$ cat src/rtl/crossing_pkg.sv
// Shared types for the crossing gate logic: per-crossing state encoding and
// weather-mode codes. Also consumed by the sensor voter.
package crossing_pkg;

  typedef enum logic [3:0] {
    ST_IDLE       = 4'd0,
    ST_WARN       = 4'd1,
    ST_LOWER_REQ  = 4'd2,
    ST_LOWER_WAIT = 4'd3,
    ST_CLOSED     = 4'd4,
    ST_CLEAR      = 4'd5,
    ST_RAISE_REQ  = 4'd6,
    ST_RAISE_WAIT = 4'd7,
    ST_FAULT      = 4'd8
  } cg_state_e;

  localparam logic [1:0] WX_CLEAR = 2'd0;
  localparam logic [1:0] WX_RAIN  = 2'd1;
  localparam logic [1:0] WX_FOG   = 2'd2;
  localparam logic [1:0] WX_STORM = 2'd3;

  // Left-shift applied to the base warning time for a weather mode.
  function automatic int unsigned wx_shift(input logic [1:0] wm);
    case (wm)
      WX_CLEAR:        return 0;
      WX_RAIN, WX_FOG: return 1;
      default:         return 2;
    endcase
  endfunction

endpackage

$ cat src/rtl/crossing_gate_fsm.sv
// One crossing's gate sequencer: warning timer, actuator request/wait with
// timeout, exit tracking and re-lower on re-detection. Outputs are registered
// from the next state so they line up with the state register.
module crossing_gate_fsm
  import crossing_pkg::*;
#(
  parameter int WARN_CYCLES  = 16,
  parameter int CLEAR_CYCLES = 8,
  parameter int ACT_TIMEOUT  = 64,
  parameter int CNT_W        = 10
) (
  input  logic       clk,
  input  logic       rst_n,
  input  logic       detected_i,
  input  logic       exited_i,
  input  logic [1:0] weather_i,
  input  logic       grant_accept_i,
  input  logic       done_i,
  input  logic       fault_clr_i,
  output logic       req_o,
  output logic       req_lower_o,
  output logic       light_o,
  output logic       closed_o,
  output logic       fault_o
);

  localparam logic [CNT_W-1:0] CLEAR_LAST = CNT_W'(CLEAR_CYCLES - 1);
  localparam logic [CNT_W-1:0] TO_LAST    = CNT_W'(ACT_TIMEOUT - 1);

  cg_state_e        state_q, state_d;
  logic [CNT_W-1:0] cnt_q, cnt_d;
  logic             exit_q, exit_d;
  logic             relower_q, relower_d;
  logic             req_q, req_lower_q, light_q, closed_q, fault_q;

  // Last count value of the warning phase, frozen at WARN entry.
  function automatic logic [CNT_W-1:0] warn_last(input logic [1:0] wm);
    return CNT_W'((WARN_CYCLES << wx_shift(wm)) - 1);
  endfunction

  // Next-state, timer, exit memory and re-lower flag.
  always_comb begin
    state_d   = state_q;
    cnt_d     = cnt_q;
    exit_d    = exit_q;
    relower_d = relower_q;
    case (state_q)
      ST_IDLE: if (detected_i) begin
        state_d   = ST_WARN;
        cnt_d     = warn_last(weather_i);
        exit_d    = 1'b0;
        relower_d = 1'b0;
      end
      ST_WARN: begin
        if (cnt_q == '0) state_d = ST_LOWER_REQ;
        else             cnt_d   = cnt_q - 1'b1;
      end
      ST_LOWER_REQ: if (grant_accept_i) begin
        state_d = ST_LOWER_WAIT;
        cnt_d   = '0;
      end
      ST_LOWER_WAIT: begin
        if (done_i)                state_d = ST_CLOSED;
        else if (cnt_q == TO_LAST) state_d = ST_FAULT;
        else                       cnt_d   = cnt_q + 1'b1;
      end
      ST_CLOSED: if ((exit_q || exited_i) && !detected_i) begin
        state_d = ST_CLEAR;
        cnt_d   = CLEAR_LAST;
      end
      ST_CLEAR: begin
        // A new train while clearing keeps the gate down and forgets the old exit.
        if (detected_i) begin
          state_d = ST_CLOSED;
          exit_d  = 1'b0;
        end else if (cnt_q == '0) begin
          state_d = ST_RAISE_REQ;
        end else begin
          cnt_d = cnt_q - 1'b1;
        end
      end
      ST_RAISE_REQ: begin
        // The raise still goes out; the gate comes back down straight after.
        if (detected_i) begin
          relower_d = 1'b1;
          exit_d    = 1'b0;
        end
        if (grant_accept_i) begin
          state_d = ST_RAISE_WAIT;
          cnt_d   = '0;
        end
      end
      ST_RAISE_WAIT: begin
        if (detected_i) begin
          relower_d = 1'b1;
          exit_d    = 1'b0;
        end
        if (done_i) begin
          state_d   = (relower_q || detected_i) ? ST_LOWER_REQ : ST_IDLE;
          relower_d = 1'b0;
        end else if (cnt_q == TO_LAST) begin
          state_d   = ST_FAULT;
          relower_d = 1'b0;
        end else begin
          cnt_d = cnt_q + 1'b1;
        end
      end
      ST_FAULT: if (fault_clr_i && !detected_i) state_d = ST_IDLE;
      default: state_d = ST_IDLE;
    endcase
    // Exits are remembered from WARN onward so early exits are not lost.
    if (exited_i && state_q != ST_IDLE) exit_d = 1'b1;
  end

  // State and registered output decode.
  always_ff @(posedge clk or negedge rst_n) begin
    if (!rst_n) begin
      state_q     <= ST_IDLE;
      cnt_q       <= '0;
      exit_q      <= 1'b0;
      relower_q   <= 1'b0;
      req_q       <= 1'b0;
      req_lower_q <= 1'b0;
      light_q     <= 1'b0;
      closed_q    <= 1'b0;
      fault_q     <= 1'b0;
    end else begin
      state_q     <= state_d;
      cnt_q       <= cnt_d;
      exit_q      <= exit_d;
      relower_q   <= relower_d;
      req_q       <= (state_d == ST_LOWER_REQ) || (state_d == ST_RAISE_REQ);
      req_lower_q <= (state_d == ST_LOWER_REQ);
      light_q     <= (state_d != ST_IDLE);
      closed_q    <= (state_d == ST_CLOSED) || (state_d == ST_CLEAR);
      fault_q     <= (state_d == ST_FAULT);
    end
  end

  assign req_o       = req_q;
  assign req_lower_o = req_lower_q;
  assign light_o     = light_q;
  assign closed_o    = closed_q;
  assign fault_o     = fault_q;

endmodule

$ cat src/rtl/crossing_gate_scheduler.sv
// Crossing gate scheduler: one sequencer per crossing plus a round-robin
// arbiter driving the shared gate-actuator channel. The channel command is
// registered and held stable until the actuator accepts it.
module crossing_gate_scheduler
  import crossing_pkg::*;
#(
  parameter int NUM_CROSSINGS = 4,
  parameter int WARN_CYCLES   = 16,
  parameter int CLEAR_CYCLES  = 8,
  parameter int ACT_TIMEOUT   = 64,
  parameter int CNT_W         = 10,
  parameter int ID_W          = (NUM_CROSSINGS > 1) ? $clog2(NUM_CROSSINGS) : 1
) (
  input  logic                     clk,
  input  logic                     rst_n,
  input  logic [NUM_CROSSINGS-1:0] train_detected,
  input  logic [NUM_CROSSINGS-1:0] train_exited,
  input  logic [1:0]               weather_mode,
  output logic                     act_valid,
  input  logic                     act_ready,
  output logic [ID_W-1:0]          act_id,
  output logic                     act_lower,
  input  logic                     act_done,
  input  logic [ID_W-1:0]          act_done_id,
  input  logic                     fault_clr,
  output logic [NUM_CROSSINGS-1:0] warn_lights,
  output logic [NUM_CROSSINGS-1:0] gate_closed,
  output logic [NUM_CROSSINGS-1:0] fault
);

  localparam int IW1 = ID_W + 1;

  logic [NUM_CROSSINGS-1:0] req, req_lower, grant, done_v;
  logic                     act_valid_q, act_lower_q;
  logic [ID_W-1:0]          act_id_q, rr_ptr_q;

  logic                     accept;
  logic [ID_W-1:0]          nxt_ptr, ptr_eff, pick_id;
  logic [NUM_CROSSINGS-1:0] mask;
  logic                     pick_vld, pick_lower;

  for (genvar g = 0; g < NUM_CROSSINGS; g++) begin : g_xing
    assign grant[g]  = accept && (act_id_q == ID_W'(g));
    assign done_v[g] = act_done && (act_done_id == ID_W'(g));

    crossing_gate_fsm #(
      .WARN_CYCLES (WARN_CYCLES),
      .CLEAR_CYCLES(CLEAR_CYCLES),
      .ACT_TIMEOUT (ACT_TIMEOUT),
      .CNT_W       (CNT_W)
    ) u_fsm (
      .clk           (clk),
      .rst_n         (rst_n),
      .detected_i    (train_detected[g]),
      .exited_i      (train_exited[g]),
      .weather_i     (weather_mode),
      .grant_accept_i(grant[g]),
      .done_i        (done_v[g]),
      .fault_clr_i   (fault_clr),
      .req_o         (req[g]),
      .req_lower_o   (req_lower[g]),
      .light_o       (warn_lights[g]),
      .closed_o      (gate_closed[g]),
      .fault_o       (fault[g])
    );
  end

  assign accept  = act_valid_q && act_ready;
  assign nxt_ptr = (act_id_q == ID_W'(NUM_CROSSINGS - 1)) ? '0 : act_id_q + 1'b1;

  // Round-robin pick. On an acceptance cycle the granted crossing still shows
  // req, so it is masked out and the search starts just past it.
  always_comb begin
    ptr_eff    = accept ? nxt_ptr : rr_ptr_q;
    mask       = req;
    if (accept) mask[act_id_q] = 1'b0;
    pick_vld   = 1'b0;
    pick_id    = '0;
    pick_lower = 1'b0;
    for (int k = 0; k < NUM_CROSSINGS; k++) begin
      logic [IW1-1:0] s;
      s = {1'b0, ptr_eff} + IW1'(k);
      if (s >= IW1'(NUM_CROSSINGS)) s = s - IW1'(NUM_CROSSINGS);
      if (!pick_vld && mask[s[ID_W-1:0]]) begin
        pick_vld   = 1'b1;
        pick_id    = s[ID_W-1:0];
        pick_lower = req_lower[s[ID_W-1:0]];
      end
    end
  end

  // Channel register: load a new command only when idle or just accepted.
  always_ff @(posedge clk or negedge rst_n) begin
    if (!rst_n) begin
      act_valid_q <= 1'b0;
      act_id_q    <= '0;
      act_lower_q <= 1'b0;
      rr_ptr_q    <= '0;
    end else begin
      if (accept) rr_ptr_q <= nxt_ptr;
      if (!act_valid_q || accept) begin
        act_valid_q <= pick_vld;
        if (pick_vld) begin
          act_id_q    <= pick_id;
          act_lower_q <= pick_lower;
        end
      end
    end
  end

  assign act_valid = act_valid_q;
  assign act_id    = act_id_q;
  assign act_lower = act_lower_q;

endmodule
$ cat config.mk
export PLATFORM = sky130hd
export DESIGN_NAME = crossing_gate_scheduler
export DESIGN_NICKNAME = d
export VERILOG_FILES = /design/src/rtl/crossing_pkg.sv /design/src/rtl/crossing_gate_fsm.sv /design/src/rtl/crossing_gate_scheduler.sv
export SDC_FILE = /design/constraint.sdc
export NUM_CORES = 1
export LEC_CHECK = 0
export CAP_MARGIN = 20
export CELL_PAD_IN_SITES_DETAIL_PLACEMENT = 1
export CELL_PAD_IN_SITES_GLOBAL_PLACEMENT = 1
export CORE_AREA = 4 4 163 165
export CTS_CLUSTER_SIZE = 14
export DETAILED_ROUTE_END_ITERATION = 10
export DIE_AREA = 0 0 167 169
export PLACE_DENSITY_LB_ADDON = 0.1
export SYNTH_ARGS = -nofsm -noshare
export SYNTH_HDL_FRONTEND = slang
export SYNTH_SLANG_ARGS = --single-unit
$ cat constraint.sdc
create_clock -name clk -period 3.6 [get_ports clk]
set_clock_uncertainty 0.1 [all_clocks]
set_input_delay 0.72 -clock clk [delete_from_list [all_inputs] [get_ports clk]]
set_output_delay 0.72 -clock clk [all_outputs]
set_load 0.1 [all_outputs]
Word level (Yosys, flattened, before mapping)
Index checks and enable logic that the tools add are counted.
- bits in registers: 90
- bits of input ports: 17
- output and inout port bits: 16
- word-level logic and storage cells: 433
- $add $sub $neg: 20
- magnitude comparators: 10
- eq/ne operators: 88
- shift operators: 4
- multiplexer cells: 158
- bitwise operators: 2
- reductions and logical operators: 111
- operators by type and width (operator ; number):
    two-way mux 10 bit ; 28
    two-way mux 32 bit ; 8
    case mux 10 bit (6 select lines) ; 4
    two-way mux 4 bit ; 45
    case mux 4 bit (9 select lines) ; 4
    left shift 5 x 32 -> 10 bit, first input constant ; 4
    equality test 4 x 3 -> 1 bit, second input constant ; 28
    equality test 4 x 2 -> 1 bit, second input constant ; 12
    two-way mux 1 bit ; 41
    adder 10 x 1 -> 10 bit, second input constant ; 4
    equality test 10 x 6 -> 1 bit, second input constant ; 4
    zero test 10 bit ; 4
    subtractor 10 x 1 -> 10 bit, second input constant ; 4
    subtractor 10 x 2 -> 10 bit, second input constant ; 4
    equality test 4 bit, second input constant ; 8
    != test 2 bit, second input constant ; 16
    nonzero test 4 bit ; 8
    two-way mux 2 bit ; 14
    AND reduction 7 bit ; 4
    logical AND 1 bit ; 25
    nonzero test 6 bit ; 4
    AND reduction 2 bit ; 9
    OR reduction 2 bit ; 9
    logical OR 1 bit ; 17
    other kinds (24) ; 85

Depth between registers and ports, before layout
Gate-level depths: netlist of run 1.
- word-level depth: 20
- mapped depth: 12
- mapped depth without buffers: 10

Modules after synthesis
Synthesis of run 1 repeated with hierarchy kept, for this count alone.
- cells, all modules: 823
- area, all modules: 6994.2 µm²
- modules (own cells, without submodules) (module ; instances ; cells an instance ; area an instance (µm²) ; seq. area each (µm²)):
    crossing_gate_fsm (g_xing[0].u_fsm ...) ; 3 ; 180 ; 1514.0 ; 525.5
    crossing_gate_fsm (g_xing[3].u_fsm) ; 1 ; 183 ; 1584.0 ; 525.5
    crossing_gate_scheduler ; 1 ; 100 ; 868.3 ; 150.1

Worst setup path before layout of run 1
Ideal clock, no wire load.
- path type: flip-flop to flip-flop
- start point: reg act_id_q[0] (netlist: act_id[0])
- end point: reg act_lower_q (netlist: act_lower)
- library setup time: 0.096 ns
- data arrival time: 2.675 ns
- data required time: 3.404 ns
- setup slack: 0.730 ns
- cell stages (with the launch flop): 11
- buffers on the path: 1
- clock period less this slack: 2.870 ns
- cell sequence: dfrtp_1 > ha_1 > nor2_1 > mux2i_1 > inv_1 > clkbuf_1 > nor4_1 > o21ai_0 > a221oi_1 > mux2i_1 > o31ai_1
- RTL lines (element ; RTL line ; RTL):
    start, declared ; crossing_gate_scheduler.sv:35 ; logic [ID_W-1:0] act_id_q, rr_ptr_q;
    start signal, assigned ; crossing_gate_scheduler.sv:104 ; act_id_q <= pick_id;
    adder 2 x 1 -> 2 bit / equality test 2 bit (equally long branches) ; crossing_gate_scheduler.sv:69 ; assign nxt_ptr = (act_id_q == ID_W'(NUM_CROSSINGS - 1)) ? '0 : act_id_q + 1'b1;
    two-way mux 2 bit (*) ; crossing_gate_scheduler.sv:69 ;
    two-way mux 2 bit (*) ; n/a ;
    via ptr_eff[0] ; crossing_gate_scheduler.sv:38 ; logic [ID_W-1:0] nxt_ptr, ptr_eff, pick_id;
    branches (longest 15 deep; another with adder 2 x 1 -> 3 bit) ; n/a ;
    end signal, assigned ; crossing_gate_scheduler.sv:105 ; act_lower_q <= pick_lower;
    end, declared ; crossing_gate_scheduler.sv:34 ; logic act_valid_q, act_lower_q;
Mark *: on every way through the listed nets, which the timed path passes. The select of a mux whose other input is x is not followed.
A chain may end at the register's enable or synchronous reset.

Worst setup path after layout of run 1
- start point: reg g_xing[3].u_fsm.cnt_q[6]
- end point: reg g_xing[3].u_fsm.light_q
- longest elaborated chain between the ends: 5
- RTL lines (element ; RTL line ; RTL):
    start, declared ; crossing_gate_fsm.sv:31 ; logic [CNT_W-1:0] cnt_q, cnt_d;
    start signal, assigned ; crossing_gate_fsm.sv:129 ; cnt_q <= cnt_d;
    equality test 10 x 6 -> 1 bit / zero test 10 bit (equally long branches) ; n/a ;
    two-way mux 4 bit, on equally long branches ; crossing_gate_fsm.sv:64, crossing_gate_fsm.sv:101, crossing_gate_fsm.sv:76 ;
    two-way mux 4 bit, on equally long branches ; crossing_gate_fsm.sv:98, crossing_gate_fsm.sv:73, crossing_gate_fsm.sv:63 ;
    case mux 4 bit (9 select lines) (*) ; crossing_gate_fsm.sv:47 ; case (state_q)
    via g_xing[3].u_fsm.state_d[0] ; crossing_gate_fsm.sv:30 ; cg_state_e state_q, state_d;
    nonzero test 4 bit (*) ; crossing_gate_fsm.sv:134 ; light_q <= (state_d != ST_IDLE);
    end signal, assigned ; crossing_gate_fsm.sv:134 ;
    end, declared ; crossing_gate_fsm.sv:34 ; logic req_q, req_lower_q, light_q, closed_q, fault_q;
The timed path passes the listed nets; every way through them passes the cells marked *.

==> flow_summary.yaml, run 1 <==
run:
  maxCapViolCount: 0
synthesis:
  async_flop_share_pct: 100
  synth_cell_types: 75
  netlist_instances: 746
  synth_flop_cell: "dfrtp_1"
  synth-seq-cells: 90
  syn_nets: 781
  synthesis.area_sq_mm: 0.00620
  syn_area_per_cell_sq_um: 8.31
  yosysSeqAreaShare_pct: 36.3
  synth_edf_count: 0
  ys_warn_count: 0
sta:
  slew_violations: 0
  final_hold_viol_count: 0
  relSlewSlack_pct: 33.8
  tightest_slew_ps: 989
  rsz0062_at_grt: "false"
  setup_viol: 0
  fmax_mhz: 331
  finalCriticalPeriod_ps: 3020
  fin_crit_sh_pct: 83.9
  final.setup.tns_ps: 0
power_and_ir_drop:
  p_leak_nw: 2.93
  vdd_drop_max_uv: 441
  total_power_mw: 7.11
  power.density_mw_per_mm2: 991
die:
  core_sq_mm: 0.0250
  die_area_sq_mm: 0.0282
  start_util_pct: 24.8
  die_h_microns: 169
  ioPinCount: 33
  die_x_microns: 167
  row_count: 58
setup_path:
  path_max_fanout: 8
  crit_required_ps: 3720
  r2r_start: "g_xing[3].u_fsm.cnt_q[6]$_DFFE_PN0P_"
  path_class: "flop to flop"
  setup.worst_path.end_class: "flop"
  reg2reg_to: "g_xing[3].u_fsm.light_o$_DFF_PN0_"
  ff2ff_path_depth: 7
  arrival_ps: 3140
  r2r_slack_ps: 580
  start_kind: "flop"
placed_design:
  placed_area_sq_mm: 0.00687
  gp_congestion: 0.811
  port_buffers: 32
  hpwl_microns: 14900
  dp_cells: 1079
clock_tree:
  cts_root_buf: "clkbuf_16"
  clock_sinks: 90
  cts_tree: "done"
  clkTransAtPathRegs_ps: 80
  ctsResizeCount: 0
  htreeDepth: 3
  cts_setup_buffers: 0
  cts_inserted_buffers: 9
  worstSkewPairLatency_ps: 360
  cts_buffer_depth: 2
  ctsHoldBuffers: 0
final_layout:
  nets: 795
  post_layout_nonfiller_instances: 1095
  syn_to_final_growth_pct: 15.7
  final_cell_mix: "dfrtp_1 (90), nor2_1 (76), nand2_1 (62)"
  drive_above_1_share_pct: 8.37
  diodes: 0
  final_common_cell: "dfrtp_1"
  final_cell_area_sq_mm: 0.00717
route:
  drtAntennaViolNets: 0
  via_per_inst: 5.21
  drt_wl_total_microns: 19900
  drc_errors: 0
  firstDrtPassIters: 4
  first_iter_violations: 386
  routedWlPerCell_microns: 18.2
  vias: 5710
hold_path:
  hold_class: "primary input to async pin"
global_route:
  grt_pass1_wl_microns: 32400
  antenna_found_initial: 0
  grt-ovfl-total: 0
  grt_max_degree: 50
  grt_pass1_vias: 5868
  track_usage_pct: 14.1
outcome:
  outcome: "complete, no violations"
==> worst max-delay path by stage <==
| stage | startpoint | slack [ps] | end |
|---|---|---|---|
| finish | g_xing[3].u_fsm.cnt_q[6]$_DFFE_PN0P_ | 580 | g_xing[3].u_fsm.light_o$_DFF_PN0_ |
| global route | g_xing[3].u_fsm.cnt_q[6]$_DFFE_PN0P_ | 450 | g_xing[3].u_fsm.light_o$_DFF_PN0_ |
| CTS | g_xing[3].u_fsm.cnt_q[6]$_DFFE_PN0P_ | 590 | g_xing[3].u_fsm.light_o$_DFF_PN0_ |
| detailed placement | act_done_id[0] | 280 | g_xing[2].u_fsm.light_o$_DFF_PN0_ |
| global placement | act_done_id[0] | 330 | g_xing[2].u_fsm.light_o$_DFF_PN0_ |
| floorplan | act_id[0]$_DFFE_PN0P_ | 730 | act_lower$_DFFE_PN0P_ |
==> cells by family after synthesis <==
family / after synthesis / share of synthesized area (%)
AND/OR/NAND/NOR: 304 / 25.5
AO/OA/AOI/OAI: 214 / 23.9
buffers and inverters: 91 / 6.46
flip-flops: 90 / 36.3
XOR/XNOR: 20 / 2.82
adder cells (fa/ha/maj): 18 / 3.63
multiplexers: 9 / 1.45
==> cells in the mapped netlist, types with 5 or more instances <==
| cell type | instances | area (sq um) |
|---|---|---|
| dfrtp_1 | 90 | 2250 |
| nor2_1 | 76 | 285 |
| nand2_1 | 62 | 233 |
| a21oi_1 | 52 | 260 |
| clkbuf_1 | 40 | 150 |
| nor3_1 | 37 | 185 |
| o21ai_0 | 35 | 175 |
| inv_1 | 29 | 109 |
| nand2b_1 | 19 | 119 |
| ha_1 | 18 | 225 |
| xnor2_1 | 18 | 158 |
| nand3_1 | 15 | 75.1 |
| buf_4 | 13 | 97.6 |
| nor4_1 | 13 | 81.3 |
| o22ai_1 | 13 | 81.3 |
| a31oi_1 | 12 | 75.1 |
| and2_1 | 10 | 62.6 |
| o22a_1 | 10 | 87.6 |
| mux2i_1 | 9 | 90.1 |
| o21a_1 | 9 | 67.6 |
| or4_1 | 9 | 67.6 |
| a22o_1 | 8 | 70.1 |
| and3_1 | 8 | 50.1 |
| nand4_1 | 8 | 50.1 |
| nor3b_1 | 8 | 60.1 |
| or3_1 | 8 | 50.1 |
| nand3b_1 | 7 | 52.6 |
| a211oi_1 | 6 | 45.0 |
| and3b_1 | 6 | 52.6 |
| a21boi_0 | 5 | 37.5 |
| a32o_1 | 5 | 50.1 |
| o2111ai_1 | 5 | 43.8 |
==> worst max-delay path: stages, from the launching register on <==
cell and delay [ps]:
dfrtp_1 470, or4_1 610, or3_1 420, a22o_1 240, nor3_2 290, and2_1 210
inv_2 80, or4_1 470
==> stage by stage <==
step	hold WS, ps	util, %	worst slack, ps
2_1_floorplan	324	-	730
3_3_place_gp	373	27.5	327
3_5_place_dp	383	27.5	281
4_1_cts	302	28.7	586
5_1_grt	321	28.7	452
6_report	269	28.7	580
==> sequential cells by signal, indices dropped and copies added, names as in the netlist <==
signal and cells:
g_xing.u_fsm.exit_q 4, g_xing.u_fsm.req_o 4, g_xing.u_fsm.cnt_q 40, g_xing.u_fsm.fault_o 4
g_xing.u_fsm.relower_q 4, g_xing.u_fsm.req_lower_o 4, rr_ptr_q 2, g_xing.u_fsm.state_q 16
g_xing.u_fsm.light_o 4, g_xing.u_fsm.closed_o 4, act_lower 1, act_id 2
act_valid 1
==> per-layer routing <==
metal / vias up / wire, microns / part of all wire, % / track usage (%)
li1: 2772 / - / - / -
met1: 2854 / 9590 / 48 / 19.4
met2: 69 / 9500 / 48 / 23.3
met3: 15 / 524 / 2.6 / 1.77
met4: 0 / 299 / 1.5 / 3.91
met5: - / 0 / 0 / 0
==> layout make-up <==
class | instances | area [sq um]
clock buffers | 9 | 225
clock inverters | 7 | 76.3
fillers | 2965 | 17900
inverters | 33 | 124
multi-input cells | 565 | 3550
flip-flops and latches | 90 | 2250
well taps | 330 | 413
repair buffers | 61 | 536
==> power by group <==
part	switching, mW	total (mW)	internal [mW]	leakage, nW
clock	0.465	1.01	0.547	0.148
combinational	2.42	4.09	1.66	1.66
sequential	0.583	2.01	1.43	1.11
total	3.47	7.11	3.64	2.93
Power figures use the tool's default switching activity.
==> run 2, diff against run 1 <==
==> constraint.sdc (replaced) <==
create_clock -name clk -period 2.5 [get_ports clk]
set_clock_uncertainty 0.1 [all_clocks]
set_input_delay 0.5 -clock clk [delete_from_list [all_inputs] [get_ports clk]]
set_output_delay 0.5 -clock clk [all_outputs]
set_load 0.1 [all_outputs]
==> run 2 against run 1 <==
Effect of this change: the flow now finishes with violations (negative setup slack); first-iteration DRC count shrank 13%; sequential power increased by 29%; combinational power increased by 91%; worst hold slack got worse by 240 ps; die area stayed put; non-clock buffer count grew 152; core utilization grew 5.3 points.
==> flow_summary.yaml, run 2 (synthesized netlist as in run 1, its figures left out) <==
route:
  first_iter_violations: 337
  via_per_inst: 5.03
  firstDrtPassIters: 4
  routedWlPerCell_microns: 17.4
  drt_wl_total_microns: 21700
  drc_errors: 0
  drtAntennaViolNets: 0
  vias: 6274
clock_tree:
  cts_root_buf: "clkbuf_16"
  ctsHoldBuffers: 0
  cts_inserted_buffers: 9
  clkTransAtPathRegs_ps: 70
  cts_buffer_depth: 2
  clock_sinks: 90
  cts_tree: "done"
  worstSkewPairLatency_ps: 350
  htreeDepth: 3
outcome:
  outcome: "finished, violations left"
  violations: "negative setup slack"
die:
  start_util_pct: 24.8
  row_count: 58
  die_area_sq_mm: 0.0282
  ioPinCount: 33
  die_h_microns: 169
  core_sq_mm: 0.0250
  die_x_microns: 167
global_route:
  grt_max_degree: 35
  track_usage_pct: 15.5
  grt-ovfl-total: 0
  grt_pass1_vias: 6739
  grt_pass1_wl_microns: 36000
  antenna_found_initial: 0
sta:
  slew_violations: 0
  relSlewSlack_pct: 62.3
  fmax_mhz: 372
  tightest_slew_ps: 551
  finalCriticalPeriod_ps: 2690
  final_hold_viol_count: 0
  worst_slack_ps: -187
  rsz0062_at_grt: "true"
  hold_ws_ps: 30.4
  setup_viol: 6
  fin_crit_sh_pct: 107
power_and_ir_drop:
  power.density_mw_per_mm2: 1410
  total_power_mw: 12.0
  vdd_drop_max_uv: 490
  p_leak_nw: 3.72
setup_path:
  cp_common_cell: "or4_4"
  arrival_ps: 2800
  path_class: "flop to flop"
  start_kind: "flop"
  crit_required_ps: 2620
  crit_path_max_incr_delay_ps: 550
  path_max_fanout: 4
  slowest_stage: "or4_4"
  path_cells: "or4_4 > o311a_1 > a221o_2 > a211oi_4 > o21a_4 > inv_2 > or4_4"
  cp_num_buf_inv: 1
  setup.worst_path.end_class: "flop"
  crit_family: "simple AND/OR/NAND/NOR gates"
final_layout:
  regArea_sq_mm: 0.00225
  final_common_cell: "buf_4"
  largest-register: "g_xing.u_fsm.cnt_q"
  diodes: 0
  reg_top3: "g_xing.u_fsm.cnt_q (40), g_xing.u_fsm.state_q (16)"
  syn_to_final_growth_pct: 37.0
  drive_above_1_share_pct: 28.7
  largest_reg_flops: 40
  nets: 947
  n_fill_cell: 2968
  final_cell_mix: "buf_4 (192), dfrtp_1 (88), nor2_1 (76)"
  multi_input_area_sq_mm: 0.00369
run:
  maxCapViolCount: 0
hold_path:
  hold_class: "primary input to async pin"
placed_design:
  port_buffers: 32
  hpwl_microns: 16600
  gp_congestion: 0.809
## run 2: cell count changes in the layout (fill, tap and decap cells not counted), sizes merged
cell	before	now
buf	35	198
inv	35	32
bufinv	1	2
clkinv	3	1
clkbuf	9	10
clkinvlp	1	4
clkdlybuf4s50	26	15
## run 2: routing by layer
| metal | up-vias | GRT usage (%) | share of wire (%) |
|---|---|---|---|
| li1 | 3061 | - | - |
| met1 | 3139 | 20.8 | 49 |
| met2 | 54 | 26.5 | 48 |
| met3 | 20 | 2.38 | 2.1 |
| met4 | 0 | 3.63 | 1.3 |
| met5 | - | 0 | 0 |
## run 2: cell type report
cell class | instances | share of cell area, %
clock buffer | 10 | 2.81
timing repair buffer | 213 | 19.7
tap | 330 | 4.86
multi-input combinational | 565 | 43.5
clock inverter | 6 | 1.06
sequential | 90 | 26.5
inverter | 33 | 1.50
## run 2: per-stage QoR
step           setup WS, ps  util [%]  instances  cell area (sq um)  setup TNS [ps]
3_3_place_gp           -373      31.7       1220               7940           -7060
2_1_floorplan          -352         -        746               6230           -1770
3_5_place_dp           -452      31.7       1220               7940           -9810
5_1_grt                -241      33.9       1247               8500           -1330
6_report               -187      33.9       1247               8500            -610
4_1_cts                -189      33.2       1238               8300            -701
## run 2: final timing paths
path,start,depth (start not counted),endpoint,slack (ps)
max,g_xing[2].u_fsm.cnt_q[2]$_DFFE_PN0P_,7,g_xing[2].u_fsm.light_o$_DFF_PN0_,-190
min,rst_n,1,g_xing[3].u_fsm.cnt_q[2]$_DFFE_PN0P_,30
max reg2reg,g_xing[2].u_fsm.cnt_q[2]$_DFFE_PN0P_,7,g_xing[2].u_fsm.light_o$_DFF_PN0_,-190
min reg2reg,g_xing[0].u_fsm.cnt_q[9]$_DFFE_PN0P_,1,g_xing[0].u_fsm.cnt_q[9]$_DFFE_PN0P_,390
max in group asynchronous,rst_n,2,g_xing[0].u_fsm.light_o$_DFF_PN0_,1640
min in group clk,g_xing[0].u_fsm.cnt_q[9]$_DFFE_PN0P_,1,g_xing[0].u_fsm.cnt_q[9]$_DFFE_PN0P_,390
## run 2: what timing repair did
item	in CTS	in global routing
buffers inserted	3	10
gates resized for setup	9	33
pin swaps	2	15
endpoints found under the setup margin	16	33
## run 2: power by group
| part | leakage, nW | switching (mW) | internal, mW |
|---|---|---|---|
| logic | 2.47 | 4.29 | 3.53 |
| clock network | 0.147 | 0.637 | 0.905 |
| registers | 1.11 | 0.525 | 2.07 |
| total | 3.72 | 5.45 | 6.51 |
==> run 3, diff against run 2 <==
--- a/config.mk
+++ b/config.mk
@@ -5,14 +5,16 @@
 export SDC_FILE = /design/constraint.sdc
 export NUM_CORES = 1
 export LEC_CHECK = 0
+export ABC_AREA = 1
 export CAP_MARGIN = 20
 export CELL_PAD_IN_SITES_DETAIL_PLACEMENT = 1
 export CELL_PAD_IN_SITES_GLOBAL_PLACEMENT = 1
-export CORE_AREA = 4 4 163 165
+export CORE_AREA = 4 4 173 175
 export CTS_CLUSTER_SIZE = 14
 export DETAILED_ROUTE_END_ITERATION = 10
-export DIE_AREA = 0 0 167 169
+export DIE_AREA = 0 0 177 179
 export PLACE_DENSITY_LB_ADDON = 0.1
 export SYNTH_ARGS = -nofsm -noshare
 export SYNTH_HDL_FRONTEND = slang
 export SYNTH_SLANG_ARGS = --single-unit
+export TNS_END_PERCENT = 1
==> run 3 against run 2 <==
Effect of this change: the flow now finishes without violations; synthesized cell count up 45%; combinational power decreased by 7.3%; die area increased by 12%; register-to-register slack gained 450 ps; critical path depth increased by 5; clock power about the same.
==> flow_summary.yaml, run 3 <==
outcome:
  outcome: "complete, no violations"
run:
  maxCapViolCount: 0
synthesis:
  synth_common_cells: "nand2_1 (328), inv_1 (149), nor2_1 (119)"
  ys_warn_count: 0
  synthesis.area_sq_mm: 0.00698
  yosysTopAreaCell: "dfrtp_1"
  syn_area_per_cell_sq_um: 6.47
  yosysSeqAreaShare_pct: 32.3
  synth_edf_count: 0
  synth-seq-cells: 90
  yosysMostFrequentCell: "nand2_1"
  netlist_instances: 1078
  synth_top_area_share_pct: 32.3
  async_flop_share_pct: 100
  synth_cell_types: 45
  synth_flop_cell: "dfrtp_1"
  synth.area.top_cells: "dfrtp_1 (32%), nand2_1 (18%), inv_1 (8.0%)"
  syn_nets: 1113
final_layout:
  multi_input_area_sq_mm: 0.00394
  largest-register: "g_xing.u_fsm.cnt_q"
  fin_util_pct: 29.8
  reg_top3: "g_xing.u_fsm.cnt_q (40), g_xing.u_fsm.state_q (16)"
  n_fill_cell: 3654
  regArea_sq_mm: 0.00225
  syn_to_final_growth_pct: 21.6
  final_common_cell: "nand2_1"
  final_cell_mix: "nand2_1 (328), inv_1 (149), nor2_1 (117)"
  nets: 1206
  largest_reg_flops: 40
  diodes: 0
  drive_above_1_share_pct: 13.3
clock_tree:
  clkTransAtPathRegs_ps: 70
  worstSkewPairLatency_ps: 360
  htreeDepth: 3
  cts_buffer_depth: 2
  cts_inserted_buffers: 9
  cts_tree: "done"
  clock_sinks: 90
  cts_setup_buffers: 0
  cts_root_buf: "clkbuf_16"
power_and_ir_drop:
  power.density_mw_per_mm2: 1350
  vdd_drop_max_uv: 372
  total_power_mw: 11.5
  p_leak_nw: 4.38
placed_design:
  hpwl_microns: 19000
  port_buffers: 32
  gp_congestion: 0.790
setup_path:
  cp_num_cells: 12
  cp_num_buf_inv: 1
  r2r_slack_ps: 260
  crit_path_max_incr_delay_ps: 460
  slowest_stage: "dfrtp_2"
  path_max_fanout: 16
  crit_required_ps: 2700
  path_cells: "ha_1 > nor2_1 > nand2_4 > nand2_4 > nand2_1 > nand2_2 > nand2_1 > o21ai_2 > inv_1 > o21ai_0 > nand3_1 > nand2_1"
  start_kind: "flop"
  crit_end: "act_id[0]$_DFFE_PN0P_"
  worstSetupStartpoint: "act_id[0]$_DFFE_PN0P_"
  reg2reg_to: "act_id[0]$_DFFE_PN0P_"
  crit_family: "simple AND/OR/NAND/NOR gates"
  r2r_start: "act_id[0]$_DFFE_PN0P_"
  path_class: "flop to flop"
  setup.worst_path.end_class: "flop"
  ff2ff_path_depth: 12
  arrival_ps: 2430
  cp_common_cell: "nand2_1"
route:
  routedWlPerCell_microns: 15.0
  firstDrtPassIters: 5
  via_per_inst: 4.55
  drc_errors: 0
  drt_wl_total_microns: 23400
  first_iter_violations: 385
  drtAntennaViolNets: 0
  vias: 7104
die:
  die_x_microns: 177
  row_count: 62
  ioPinCount: 33
  die_area_sq_mm: 0.0317
  die_h_microns: 179
  core_sq_mm: 0.0285
  start_util_pct: 24.5
sta:
  fmax_mhz: 447
  slew_violations: 0
  rsz0062_at_grt: "false"
  fin_crit_sh_pct: 89.5
  setup_viol: 0
  relSlewSlack_pct: 62.5
  tightest_slew_ps: 555
  final_hold_viol_count: 0
  finalCriticalPeriod_ps: 2240
hold_path:
  hold_class: "flop to flop"
global_route:
  grt_pass1_wl_microns: 39400
  grt_pass1_vias: 7321
  antenna_found_initial: 0
  grt_max_degree: 42
  track_usage_pct: 15.5
  grt-ovfl-total: 0
## run 3: worst min path at each step
| stage | start | to | slack (ps) | depth (start not counted) |
|---|---|---|---|---|
| 3_5_place_dp | rst_n | g_xing[0].u_fsm.cnt_q[5]$_DFFE_PN0P_ | 330 | 1 |
| 3_3_place_gp | rst_n | g_xing[0].u_fsm.cnt_q[5]$_DFFE_PN0P_ | 330 | 1 |
| 4_1_cts | g_xing[2].u_fsm.relower_q$_DFFE_PN0P_ | g_xing[2].u_fsm.relower_q$_DFFE_PN0P_ | 410 | 2 |
| 2_1_floorplan | rst_n | act_id[0]$_DFFE_PN0P_ | 100 | 0 |
| 5_1_grt | g_xing[1].u_fsm.relower_q$_DFFE_PN0P_ | g_xing[1].u_fsm.relower_q$_DFFE_PN0P_ | 430 | 1 |
| 6_report | g_xing[2].u_fsm.relower_q$_DFFE_PN0P_ | g_xing[2].u_fsm.relower_q$_DFFE_PN0P_ | 400 | 2 |
## run 3: worst reg2reg max path, cell delays in order, from the launching register on
cell and delay [ps]:
dfrtp_2 460, ha_1 250, nor2_1 220, nand2_4 80
nand2_4 200, nand2_1 100, nand2_2 150, nand2_1 110
o21ai_2 100, inv_1 80, o21ai_0 170, nand3_1 90
nand2_1 60
## run 3: metrics by stage
stage / cells / cell area (sq um) / TNS (ps) / hold slack, ps / worst slack [ps]
floorplan: 1078 / 6980 / 0 / 104 / 40.4
CTS: 1560 / 8470 / 0 / 407 / 133
global route: 1560 / 8480 / 0 / 429 / 9.90
finish: 1560 / 8480 / 0 / 399 / 264
detailed placement: 1543 / 8140 / -783 / 333 / -164
global placement: 1543 / 8140 / -910 / 327 / -191
## run 3: final cells by class
| class | count | share of cell area, % |
|---|---|---|
| timing repair buffer | 112 | 10.6 |
| clock inverter | 6 | 1.06 |
| sequential | 90 | 26.6 |
| tap | 384 | 5.66 |
| multi-input combinational | 802 | 46.5 |
| clock buffer | 10 | 2.70 |
| inverter | 156 | 6.96 |
## run 3: logic make-up (layout without fill, tap and decap cells)
family | after synthesis | count (layout) | synth area share (%)
DFF | 90 | 90 | 32.3
buffers and inverters | 186 | 284 | 11.4
AOI/OAI and AO/OA | 150 | 150 | 12.8
adders and majority gates | 18 | 18 | 3.23
and+or+nand+nor | 622 | 622 | 38.8
xor gates and xnor gates | 12 | 12 | 1.51
## run 3: layer usage
| layer | vias to the layer above | wire (microns) | GRT usage [%] |
|---|---|---|---|
| met2 | 44 | 10600 | 25.1 |
| met5 | - | 0 | 0 |
| li1 | 3670 | - | - |
| met4 | 0 | 254 | 3.68 |
| met1 | 3377 | 12200 | 22.3 |
| met3 | 13 | 362 | 1.31 |
## run 3: power by group
group / switching, mW / total [mW] / internal (mW) / leakage (nW)
Sequential: 0.646 / 2.67 / 2.03 / 1.12
Clock: 0.647 / 1.53 / 0.882 / 0.153
Combinational: 4.76 / 7.25 / 2.49 / 3.10
## run 3: timing repair
action	CTS	global route
resized for setup	0	5
hold buffers	1	0
setup endpoints to repair	0	4
endpoints found under the hold margin	19	0
